$ cat src/rtl/demux_rr_if.sv
// Receive-path demux bus: unstripped word input on one side, flattened per-lane outputs on the other.
// master drives the input word; slave is the demux itself.
interface demux_rr_if #(
  parameter int DATA_W = 8,
  parameter int LANES  = 2
);
  localparam int PTR_W = $clog2(LANES);

  logic [DATA_W-1:0]       data_unstripped;
  logic                    valid_unstripped;
  logic                    align;
  logic [LANES*DATA_W-1:0] data_demux;
  logic [LANES-1:0]        valid_demux;
  logic [PTR_W-1:0]        lane_sel;
  logic                    wrap;

  modport master (
    output data_unstripped, valid_unstripped, align,
    input  data_demux, valid_demux, lane_sel, wrap
  );

  modport slave (
    input  data_unstripped, valid_unstripped, align,
    output data_demux, valid_demux, lane_sel, wrap
  );
endinterface

$ cat src/rtl/demux_rr.sv
// Round-robin 1:LANES demux with registered outputs, align resync and wrap pulse.
// Define DEMUX_IDLE_ADVANCE_EN to let idle cycles advance the lane pointer (legacy behaviour).
module demux_rr_lane #(
  parameter int DATA_W = 8
) (
  input  logic              clk_2f,
  input  logic              reset_L,
  input  logic              load,
  input  logic [DATA_W-1:0] din,
  output logic [DATA_W-1:0] dout,
  output logic              vld
);
  // Data is only ever overwritten by a new word; consumers qualify with vld.
  always_ff @(posedge clk_2f or negedge reset_L) begin
    if (!reset_L) begin
      dout <= '0;
      vld  <= 1'b0;
    end else begin
      vld <= load;
      if (load) dout <= din;
    end
  end
endmodule

module demux_rr #(
  parameter int DATA_W = 8,
  parameter int LANES  = 2
) (
  input  logic      clk_2f,
  input  logic      reset_L,
  demux_rr_if.slave bus
);
  localparam int              PTR_W = $clog2(LANES);
  localparam logic [PTR_W-1:0] LAST = PTR_W'(LANES - 1);

  logic [PTR_W-1:0]             ptr, ptr_nxt, tgt;
  logic                         last, wrap_q;
  logic [LANES-1:0]             load, vld;
  logic [LANES-1:0][DATA_W-1:0] lane_data;

  // Explicit compare keeps non-power-of-two LANES from ever reaching an unused code.
  assign last = (ptr == LAST);
  assign tgt  = bus.align ? '0 : ptr;

  always_comb begin
    ptr_nxt = ptr;
    if (bus.align)                 ptr_nxt = bus.valid_unstripped ? PTR_W'(1) : '0;
    else if (bus.valid_unstripped) ptr_nxt = last ? '0 : ptr + PTR_W'(1);
`ifdef DEMUX_IDLE_ADVANCE_EN
    else                           ptr_nxt = last ? '0 : ptr + PTR_W'(1);
`else
    else                           ptr_nxt = ptr;
`endif
  end

  always_ff @(posedge clk_2f or negedge reset_L) begin
    if (!reset_L) begin
      ptr    <= '0;
      wrap_q <= 1'b0;
    end else begin
      ptr    <= ptr_nxt;
      wrap_q <= bus.valid_unstripped && !bus.align && last;
    end
  end

  for (genvar i = 0; i < LANES; i++) begin : g_lane
    assign load[i] = bus.valid_unstripped && (tgt == PTR_W'(i));
    demux_rr_lane #(.DATA_W(DATA_W)) u_lane (
      .clk_2f  (clk_2f),
      .reset_L (reset_L),
      .load    (load[i]),
      .din     (bus.data_unstripped),
      .dout    (lane_data[i]),
      .vld     (vld[i])
    );
  end

  assign bus.data_demux  = lane_data;
  assign bus.valid_demux = vld;
  assign bus.lane_sel    = ptr;
  assign bus.wrap        = wrap_q;
endmodule

$ cat src/flat_wrapper.sv
// flat-port wrapper written by rule: the top's interface ports become plain ports
module demux_rr_flat 
#(
  parameter int DATA_W = 8,
  parameter int LANES  = 2
)
  (clk_2f, reset_L, bus_data_unstripped, bus_valid_unstripped, bus_align, bus_data_demux, bus_valid_demux, bus_lane_sel, bus_wrap);
  demux_rr_if #(.DATA_W(DATA_W), .LANES(LANES)) bus_i ();
  input  logic clk_2f;
  input  logic reset_L;
  input wire logic [$bits(bus_i.data_unstripped)-1:0] bus_data_unstripped;
  input wire logic [$bits(bus_i.valid_unstripped)-1:0] bus_valid_unstripped;
  input wire logic [$bits(bus_i.align)-1:0] bus_align;
  output wire logic [$bits(bus_i.data_demux)-1:0] bus_data_demux;
  output wire logic [$bits(bus_i.valid_demux)-1:0] bus_valid_demux;
  output wire logic [$bits(bus_i.lane_sel)-1:0] bus_lane_sel;
  output wire logic [$bits(bus_i.wrap)-1:0] bus_wrap;
  assign bus_i.data_unstripped = bus_data_unstripped;
  assign bus_i.valid_unstripped = bus_valid_unstripped;
  assign bus_i.align = bus_align;
  assign bus_data_demux = bus_i.data_demux;
  assign bus_valid_demux = bus_i.valid_demux;
  assign bus_lane_sel = bus_i.lane_sel;
  assign bus_wrap = bus_i.wrap;
  demux_rr #(.DATA_W(DATA_W), .LANES(LANES)) u_core (.clk_2f(clk_2f), .reset_L(reset_L), .bus(bus_i));
endmodule
$ cat config.mk
export PLATFORM = sky130hd
export DESIGN_NAME = demux_rr_flat
export DESIGN_NICKNAME = d
export VERILOG_FILES = /design/src/rtl/demux_rr_if.sv /design/src/rtl/demux_rr.sv /design/src/flat_wrapper.sv
export SDC_FILE = /design/constraint.sdc
export NUM_CORES = 1
export LEC_CHECK = 0
export CORE_AREA = 2 2 45 47
export CTS_BUF_LIST = sky130_fd_sc_hd__clkbuf_8
export CTS_CLUSTER_SIZE = 16
export DETAILED_ROUTE_END_ITERATION = 10
export DIE_AREA = 0 0 47 49
export GPL_TIMING_DRIVEN = 0
export PLACE_DENSITY = 0.81
export RECOVER_POWER = 50
export SYNTH_ARGS = -nofsm -noshare
export SYNTH_HDL_FRONTEND = slang
export SYNTH_SLANG_ARGS = --single-unit
$ cat constraint.sdc
create_clock -name clk_2f -period 3.4 [get_ports clk_2f]
set_input_delay 0.34 -clock clk_2f [delete_from_list [all_inputs] [get_ports clk_2f]]
set_output_delay 0.34 -clock clk_2f [all_outputs]
set_load 0.02 [all_outputs]
After elaboration in Yosys (flattened, before gate mapping):

Index checks and enable logic that the tools add are counted.

* bits in registers: 20
* input port bits: 12

* add/sub/neg operators: 1
* muxes and demuxes: 5
* bitwise operators: 1
* reduce and logical (&&, ||, !) cells: 6

Operators by type and width (count)
* two-way mux 1 bit: 5
* logical AND 1 bit: 4
* nonzero test 2 bit: 1
* adder 1 bit (second input constant): 1
* zero test 1 bit: 1
* NOT 1 bit: 1

Longest topological paths before layout:

Gate-level depths: netlist of run 1.

* word-level depth: 4
* depth in mapped cells: 5
* gate-level depth less buffers: 4

Modules after synthesis:

From an unflattened synthesis of run 1, not the netlist that was laid out.

* cells, all modules: 44
* area, all modules: 813.3 sq um

Modules (own cells, without submodules)
* demux_rr_lane: instances 2, cells an instance 18, area an instance 356.6 sq um, sequential area each 225.2 sq um
* demux_rr: instances 1, cells an instance 8, area an instance 100.1 sq um, sequential area each 50.0 sq um

Worst setup path after synthesis of run 1:

Ideal clock, no wire load.

* path kind: register to register
* start: register u_core.ptr, in the netlist u_core.bus.lane_sel
* end: register u_core.g_lane[1].u_lane.dout[1]
* library setup time: 0.125 ns
* arrival: 1.265 ns
* data required time: 3.275 ns
* slack: 2.009 ns
* stages on the path, launching flop included: 6
* cells stage by stage: dfrtp_1 -> nand2b_4 -> or2_1 -> buf_6 -> inv_6 -> mux2_4

* cells in the longest elaborated chain, start to end: 2

Ends and longest elaborated chain
* start: declaration: line demux_rr.sv:36 `logic [PTR_W-1:0] ptr, ptr_nxt, tgt;`
* start signal: assignment: line demux_rr.sv:61 `ptr <= ptr_nxt;`
* two-way mux 1 bit: line demux_rr.sv:43 `assign tgt = bus.align ? '0 : ptr;`
* logical AND 1 bit: line demux_rr.sv:67 `assign load[i] = bus.valid_unstripped && (tgt == PTR_W'(i));`
* via u_core.g_lane[1].u_lane.load: line demux_rr.sv:8 `input logic load,`
* end signal: assignment: line demux_rr.sv:20 `if (load) dout <= din;`
* end: declaration: line demux_rr.sv:10 `output logic [DATA_W-1:0] dout,`

The timed path passes the listed nets, and every way through them passes these cells.
A chain may end at the register's enable or synchronous reset.

Worst setup path in the final report of run 1:

* start: input port bus_align
* end: register u_core.g_lane[1].u_lane.dout[2]

* cells in the longest elaborated chain, start to end: 2

Ends and longest elaborated chain
* start: declaration: line flat_wrapper.sv:13 `input wire logic [$bits(bus_i.align)-1:0] bus_align;`
* two-way mux 1 bit: line demux_rr.sv:43
* logical AND 1 bit: line demux_rr.sv:67
* via u_core.g_lane[1].u_lane.load: line demux_rr.sv:8

The timed path passes the listed nets, and every way through them passes these cells.

==> key figures, run 1 <==
Yosys
  • Post-Syn Instances: 47
  • Synth area leader: dfrtp_1
  • Share of the synthesized area in the top cell type: between 60% and 70%
  • Synth unique cells: 11
  • Seq cells post-synth: 20
  • Sequential area share after synthesis: 63.19%
  • Avg Synthesized Cell Area: 16.85 um2
  • Yosys warns: 0
  • Ranking of synthesized cells by area: dfrtp_1 (63%), mux2_4 (15%), mux2_2 (11%)
  • Mapped Area: roughly 800 um2
  • Synthesized Nets: slightly below 60

Placed design
  • GPL Wtd Cong: about 0.64
  • Dpl cell area: ~1100 um2
  • PortBufs: 31
  • Hpwl dp: 1123 um

CTS
  • Sink Count: 20
  • H-tree depth: 1
  • Num CTS Buffers: 3
  • Post-cts sizing count: 0
  • Hold_buf cts: 0
  • CTS tree: built
  • Root Buffer: clkbuf_8
  • CTS clk-pin slew, worst paths: 0.06 ns
  • Clock latency on the worst-skew pair: 0.24 ns
  • Clock Path Buffers: 2
  • Setup Buffers After CTS: 0

Global routing
  • Number of global-route vias before repair: ~530
  • Routing usage on met2: 25.11%
  • First-pass GRT wire length: 2428 um
  • Met1 Use GR: 16.75%
  • GR met3 Demand/Resource: under 10%
  • Gr busiest metal: met2
  • Total Routing Usage GR: 14.81%
  • Largest net degree at the start of global routing: 21
  • Initial antenna violation count: 0
  • Grt ovf: 0

Critical path
  • Reg2Reg Depth: 5
  • Peak fanout along the critical path: 6
  • Critical path class: input pin to register
  • Reg2Reg Setup Slack: 1.79 ns
  • Startpoint types: input pin
  • Reg-to-Reg End: u_core.g_lane[1].u_lane.dout[2]
  • CP required: about 3.5 ns
  • Crit Reg-Reg Startpoint: u_core.bus.lane_sel
  • Worst Path Arrival: 1.99 ns
  • Crit path launch: bus_align
  • End point of the critical path: u_core.g_lane[1].u_lane.dout[2]
  • Crit path capture type: register

Routing
  • WL/cell: 13.26 um
  • Antenna Violating Nets Remaining: 0
  • Vias/cell: 4.454
  • Final WL: between 1000 and 1500 um
  • DRC viols: 0
  • DR pass1 iterations: 3
  • DRT iter0 DRCs: 8
  • Vias: 481

Timing
  • Period utilisation layout: approximately 55%
  • RSZ-0062 raised after global routing: false
  • Final setup vio count: 0
  • Hold violation count in the final report: 0
  • Period minus WS final: 1.859 ns
  • Slew Limit Fails: 0
  • Max frequency: 0.5380 GHz
  • Clk_skew: between 0.002 and 0.0025 ns
  • Setup tns final: 0 ns
  • Slew @ Worst Pin: 0.8596 ns
  • Max-slew headroom: 42.50%

Floorplan
  • I/O pins: 32
  • DIE WIDTH: 47 um
  • Core Area: 1842 um2
  • Initial Util: 43.00%
  • Row cnt: 16
  • DIE HEIGHT: between 40 and 50 um
  • DIE AREA: 2303 um2

Pwr
  • Reg power frac: 44.0%
  • Pwr Density: just over 600 nW/um2
  • Static leakage: around 0.00052 uW
  • NetSw: between 150 and 200 uW
  • IR drop worst, VDD: between 0.0004 and 0.0005 V
  • Int Power: a little over 500 uW
  • Net Sw Frac: 28.15%
  • Combinational power share: 35.5%
  • Power share of the clock group: 20.5%

Finish
  • Footprint of the multi-input gates: approximately 240 um2
  • Nets@finish: 95
  • Share of cells above drive strength 1: ~28%
  • Most frequent cells in the layout: clkdlybuf4s50_1 (29), dfrtp_1 (20), mux2_2 (8), mux2_4 (8)
  • N_diodes: 0
  • Post-route cell area: between 1000 and 1500 um2
  • # fillers: 156
  • Most common library cell in the layout ignoring fill and taps: clkdlybuf4s50_1
  • Area grow syn2layout: 46.92%
  • Storage element area: 500.5 um2

Flow run
  • Max_cap viols: 0

Outcome
  • Status: finished, final reports clean

Worst hold path
  • Hold Crit Class: register to register
==> power by group through the flow <==
stage / clock network [uW] / registers, uW / logic [uW]
after CTS: 148 / 313 / 258
final: 145 / 311 / 250
after global routing: 161 / 316 / 265
after detailed placement: 0 / 317 / 257
after global placement: 0 / 312 / 251
after floorplan: 0 / 369 / 74.6
==> worst min-delay path by stage <==
stage	startpoint	endpoint	slack, ns	cells past startpoint
after floorplan	reset_L	u_core.bus.lane_sel	0.04	0
after global placement	u_core.g_lane[0].u_lane.dout[1]	u_core.g_lane[0].u_lane.dout[1]	0.49	1
after detailed placement	u_core.g_lane[1].u_lane.dout[7]	u_core.g_lane[1].u_lane.dout[7]	0.49	1
after CTS	u_core.g_lane[0].u_lane.dout[1]	u_core.g_lane[0].u_lane.dout[1]	0.51	1
after global routing	u_core.g_lane[0].u_lane.dout[1]	u_core.g_lane[0].u_lane.dout[1]	0.52	1
final	u_core.g_lane[1].u_lane.dout[5]	u_core.g_lane[1].u_lane.dout[5]	0.51	1
==> metrics by stage <==
step                hold WS [ns]  utilization, %  setup slack [ns]  cells  power [uW]
floorplan                0.04441               -             2.009     47       443.8
global placement          0.4880           61.68             1.608    105       563.4
detailed placement        0.4928           61.68             1.591    105       574.0
CTS                       0.5097           63.93             1.791    108       718.2
global route              0.5165           63.18             1.461    108       742.5
finish                    0.5065           63.18             1.541    108       705.8
==> cell type report <==
type                    instances  area share [%]
flip-flops and latches         20           43.01
repair buffers                 31           26.67
multi-input cells              20           20.22
clock buffers                   3           3.548
well taps                      27           2.903
plain buffers                   3           2.258
inverters                       4           1.398
==> routing by layer <==
metal | vias up | wire [um]
met3 | 2 | 71
met1 | 244 | 574
met5 | - | 0
met2 | 16 | 772
met4 | 0 | 13
li1 | 219 | -
==> registers in the layout (all words and copies together) (netlist names) <==
name,flops
u_core.bus.wrap,1
u_core.g_lane.u_lane.vld,2
u_core.bus.lane_sel,1
u_core.g_lane.u_lane.dout,16
==> cell usage after synthesis (all sizes together) <==
cell	instances
nand2	1
nand2b	1
mux2	16
inv	4
buf	3
xnor2	1
dfrtp	20
or2	1
==> critical path, stage by stage <==
cell,delay (ns)
dlygate4sd3_1,0.51
nand2b_1,0.14
or2_0,0.15
buf_6,0.13
clkinvlp_2,0.31
mux2_4,0.40
==> cells by family after synthesis <==
family,synth area share (%)
simple gates,3.318
mux,26.54
buf+inv,5.845
xor+xnor,1.106
flops,63.19
Note: power is estimated with default switching activity, not from simulation.
==> run 2: changes to the inputs <==
--- a/config.mk
+++ b/config.mk
@@ -5,13 +5,13 @@
 export SDC_FILE = /design/constraint.sdc
 export NUM_CORES = 1
 export LEC_CHECK = 0
-export CORE_AREA = 2 2 45 47
+export CORE_AREA = 2 2 46 48
 export CTS_BUF_LIST = sky130_fd_sc_hd__clkbuf_8
 export CTS_CLUSTER_SIZE = 16
 export DETAILED_ROUTE_END_ITERATION = 10
-export DIE_AREA = 0 0 47 49
+export DIE_AREA = 0 0 48 50
 export GPL_TIMING_DRIVEN = 0
-export PLACE_DENSITY = 0.81
+export PLACE_DENSITY = 0.78
 export RECOVER_POWER = 50
 export SYNTH_ARGS = -nofsm -noshare
 export SYNTH_HDL_FRONTEND = slang
==> constraint.sdc (replaced) <==
create_clock -name clk_2f -period 1.9 [get_ports clk_2f]
set_input_delay 0.19 -clock clk_2f [delete_from_list [all_inputs] [get_ports clk_2f]]
set_output_delay 0.19 -clock clk_2f [all_outputs]
set_load 0.02 [all_outputs]
==> key figures, run 2 (synthesis results as in run 1) <==
Placed design
  • GPL Wtd Cong: 0.6757 (+4.9%)
  • Dpl cell area: 1136 um2 (unchanged)
  • Hpwl dp: 1012 um (-9.9%)
  • Dpl cells: 105 (unchanged)
  • PortBufs: 31 (unchanged)

Timing
  • Final setup vio count: 0 (unchanged)
  • Period minus WS final: roughly 1.5 ns
  • Clk_skew: 0.001484 ns (-0.0005727 ns)
  • Max-slew headroom: 42.43% (-0.074 points)
  • Slew @ Worst Pin: 0.8607 ns (+0.001112 ns)
  • Hold violation count in the final report: 0 (unchanged)
  • Period utilisation layout: 79.38%
  • RSZ-0062 raised after global routing: false
  • Setup tns final: 0 ns (unchanged)
  • Slew Limit Fails: 0 (unchanged)
  • Max frequency: 0.6630 GHz

CTS
  • Setup Buffers After CTS: 0 (unchanged)
  • Sink Count: 20 (unchanged)
  • Root Buffer: clkbuf_8
  • CTS tree: built
  • Hold_buf cts: 0 (unchanged)
  • CTS clk-pin slew, worst paths: 0.07 ns (about the same)
  • Clock latency on the worst-skew pair: 0.25 ns (about the same)
  • Clock Path Buffers: 2 (unchanged)
  • Num CTS Buffers: 3 (unchanged)
  • Post-cts sizing count: 0 (unchanged)
  • H-tree depth: 1 (unchanged)

Flow run
  • Max_cap viols: 0 (unchanged)

Pwr
  • Pwr Density: 1112 nW/um2 (+83%)
  • NetSw: 354.9 uW (+79%)
  • Combinational power share: 34.0% (-1.5 points)
  • Power share of the clock group: 23.7% (+3.2 points)
  • Int Power: 949.7 uW (+87%)
  • IR drop worst, VDD: 0.0005286 V (+25%)
  • Static leakage: 0.0005310 uW (+1.6%)
  • Total power draw: 1305 uW (+85%)
  • Net Sw Frac: 27.20% (-0.94 points)
  • Reg power frac: 42.3% (-1.7 points)

Floorplan
  • Initial Util: 41.64% (-1.4 points)
  • DIE AREA: 2400 um2 (+4.2%)
  • Core Area: 1902 um2 (+3.3%)
  • Row cnt: 16 (unchanged)
  • DIE WIDTH: 48 um (+2.1%)
  • DIE HEIGHT: 50 um (+2.0%)
  • I/O pins: 32 (unchanged)

Routing
  • DRC viols: 0 (unchanged)
  • DRT iter0 DRCs: 2 (-6)
  • WL/cell: 12.04 um (-9.2%)
  • Antenna Violating Nets Remaining: 0 (unchanged)
  • DR pass1 iterations: 2 (-1)
  • Final WL: 1312 um (-8.4%)
  • Vias/cell: 4.385 (-1.5%)
  • Vias: 478 (-0.62%)

Finish
  • Nets@finish: 95 (unchanged)
  • Biggest regs: u_core.g_lane.u_lane.dout (16), u_core.g_lane.u_lane.vld (2)
  • Max reg flops: 16 (unchanged)
  • Share of cells above drive strength 1: 28.05% (-0.35 points)
  • N_diodes: 0 (unchanged)
  • Area grow syn2layout: 48.18%
  • Non-Filler Instances: 109 (+0.93%)
  • Post-route cell area: 1174 um2 (+0.86%)
  • Most common library cell in the layout ignoring fill and taps: clkdlybuf4s50_1
  • Reg with most FFs: u_core.g_lane.u_lane.dout
  • Storage element area: 500.5 um2 (unchanged)
  • Most frequent cells in the layout: clkdlybuf4s50_1 (30), dfrtp_1 (20), mux2_2 (8), mux2_4 (8), clkbuf_8 (4)
  • # fillers: 155 (-0.64%)
  • Footprint of the multi-input gates: 235.2 um2 (unchanged)

Critical path
  • Critical path class: input pin to register
  • Critical Path Slowest Stage Cell: clkdlybuf4s50_1
  • CP required: 2.04 ns (-1.49 ns)
  • Critical path cell sequence: clkdlybuf4s50_1 > nand2b_1 > or2_1 > clkbuf_1 > inv_6 > mux2_4
  • Peak fanout along the critical path: 6 (unchanged)
  • Crit path capture type: register
  • Reg2Reg Setup Slack: 0.42 ns (-1.37 ns)
  • Startpoint types: input pin
  • Worst Path Arrival: 1.65 ns (-0.34 ns)
  • Crit path largest cell delay: 0.38 ns (-0.13 ns)

Outcome
  • Status: finished, final reports clean

Global routing
  • Grt ovf: 0 (unchanged)
  • Largest net degree at the start of global routing: 21 (unchanged)
  • First-pass GRT wire length: 2242 um (-7.7%)
  • Number of global-route vias before repair: 521 (-2.3%)
  • Total Routing Usage GR: 13.78% (-1.0 points)
  • Initial antenna violation count: 0 (unchanged)

Worst hold path
  • Hold Crit Class: input pin to async pin
-- run 2: per-stage QoR --
stage               util [%]  hold WS [ns]  setup slack (ns)
floorplan                  -       -0.1056            0.5094
global placement       59.74        0.4885            0.2553
detailed placement     59.74        0.4928            0.2358
CTS                    62.63        0.4549            0.4346
global route           61.71        0.5294            0.2812
finish                 61.71        0.4942            0.3917
-- run 2: worst paths after layout --
path / endpoint / depth (start not counted) / startpoint
setup reg to reg: u_core.g_lane[1].u_lane.dout[6] / 5 / u_core.bus.lane_sel
hold reg to reg: u_core.g_lane[0].u_lane.dout[3] / 1 / u_core.g_lane[0].u_lane.dout[3]
hold / removal: u_core.g_lane[1].u_lane.dout[3] / 1 / reset_L
min in group clk_2f: u_core.g_lane[0].u_lane.dout[3] / 1 / u_core.g_lane[0].u_lane.dout[3]
setup / recovery: u_core.g_lane[1].u_lane.dout[6] / 6 / bus_align
max in group asynchronous: u_core.bus.lane_sel / 1 / reset_L
-- run 2: final cells by class --
| type | count | area share, % |
|---|---|---|
| Clock buffer | 4 | 4.691 |
| Inverter | 4 | 1.706 |
| Multi-Input combinational cell | 20 | 20.04 |
| Timing Repair Buffer | 31 | 26.44 |
| Sequential cell | 20 | 42.64 |
| Buffer | 3 | 1.599 |
| Tap cell | 27 | 2.878 |
-- run 2: metal layers --
layer  global-route usage (%)  wire, um  up-vias
met2                    22.44       670       20
met5                        0         0        -
li1                         -         -      221
met1                    14.72       530      233
met3                    3.297        74        4
met4                    9.459        37        0
-- run 2: power groups by stage --
stage	clock network [uW]	logic (uW)	registers (uW)
after floorplan	0	133	661
after global placement	0	449	560
after detailed placement	0	455	562
after CTS	325	456	555
after global routing	341	472	560
final	309	444	552
-- run 2: critical path: cells and delay by family --
family        cells  cell delay (ns)
buf+inv           3             0.75
mux               1             0.30
simple gates      2             0.40
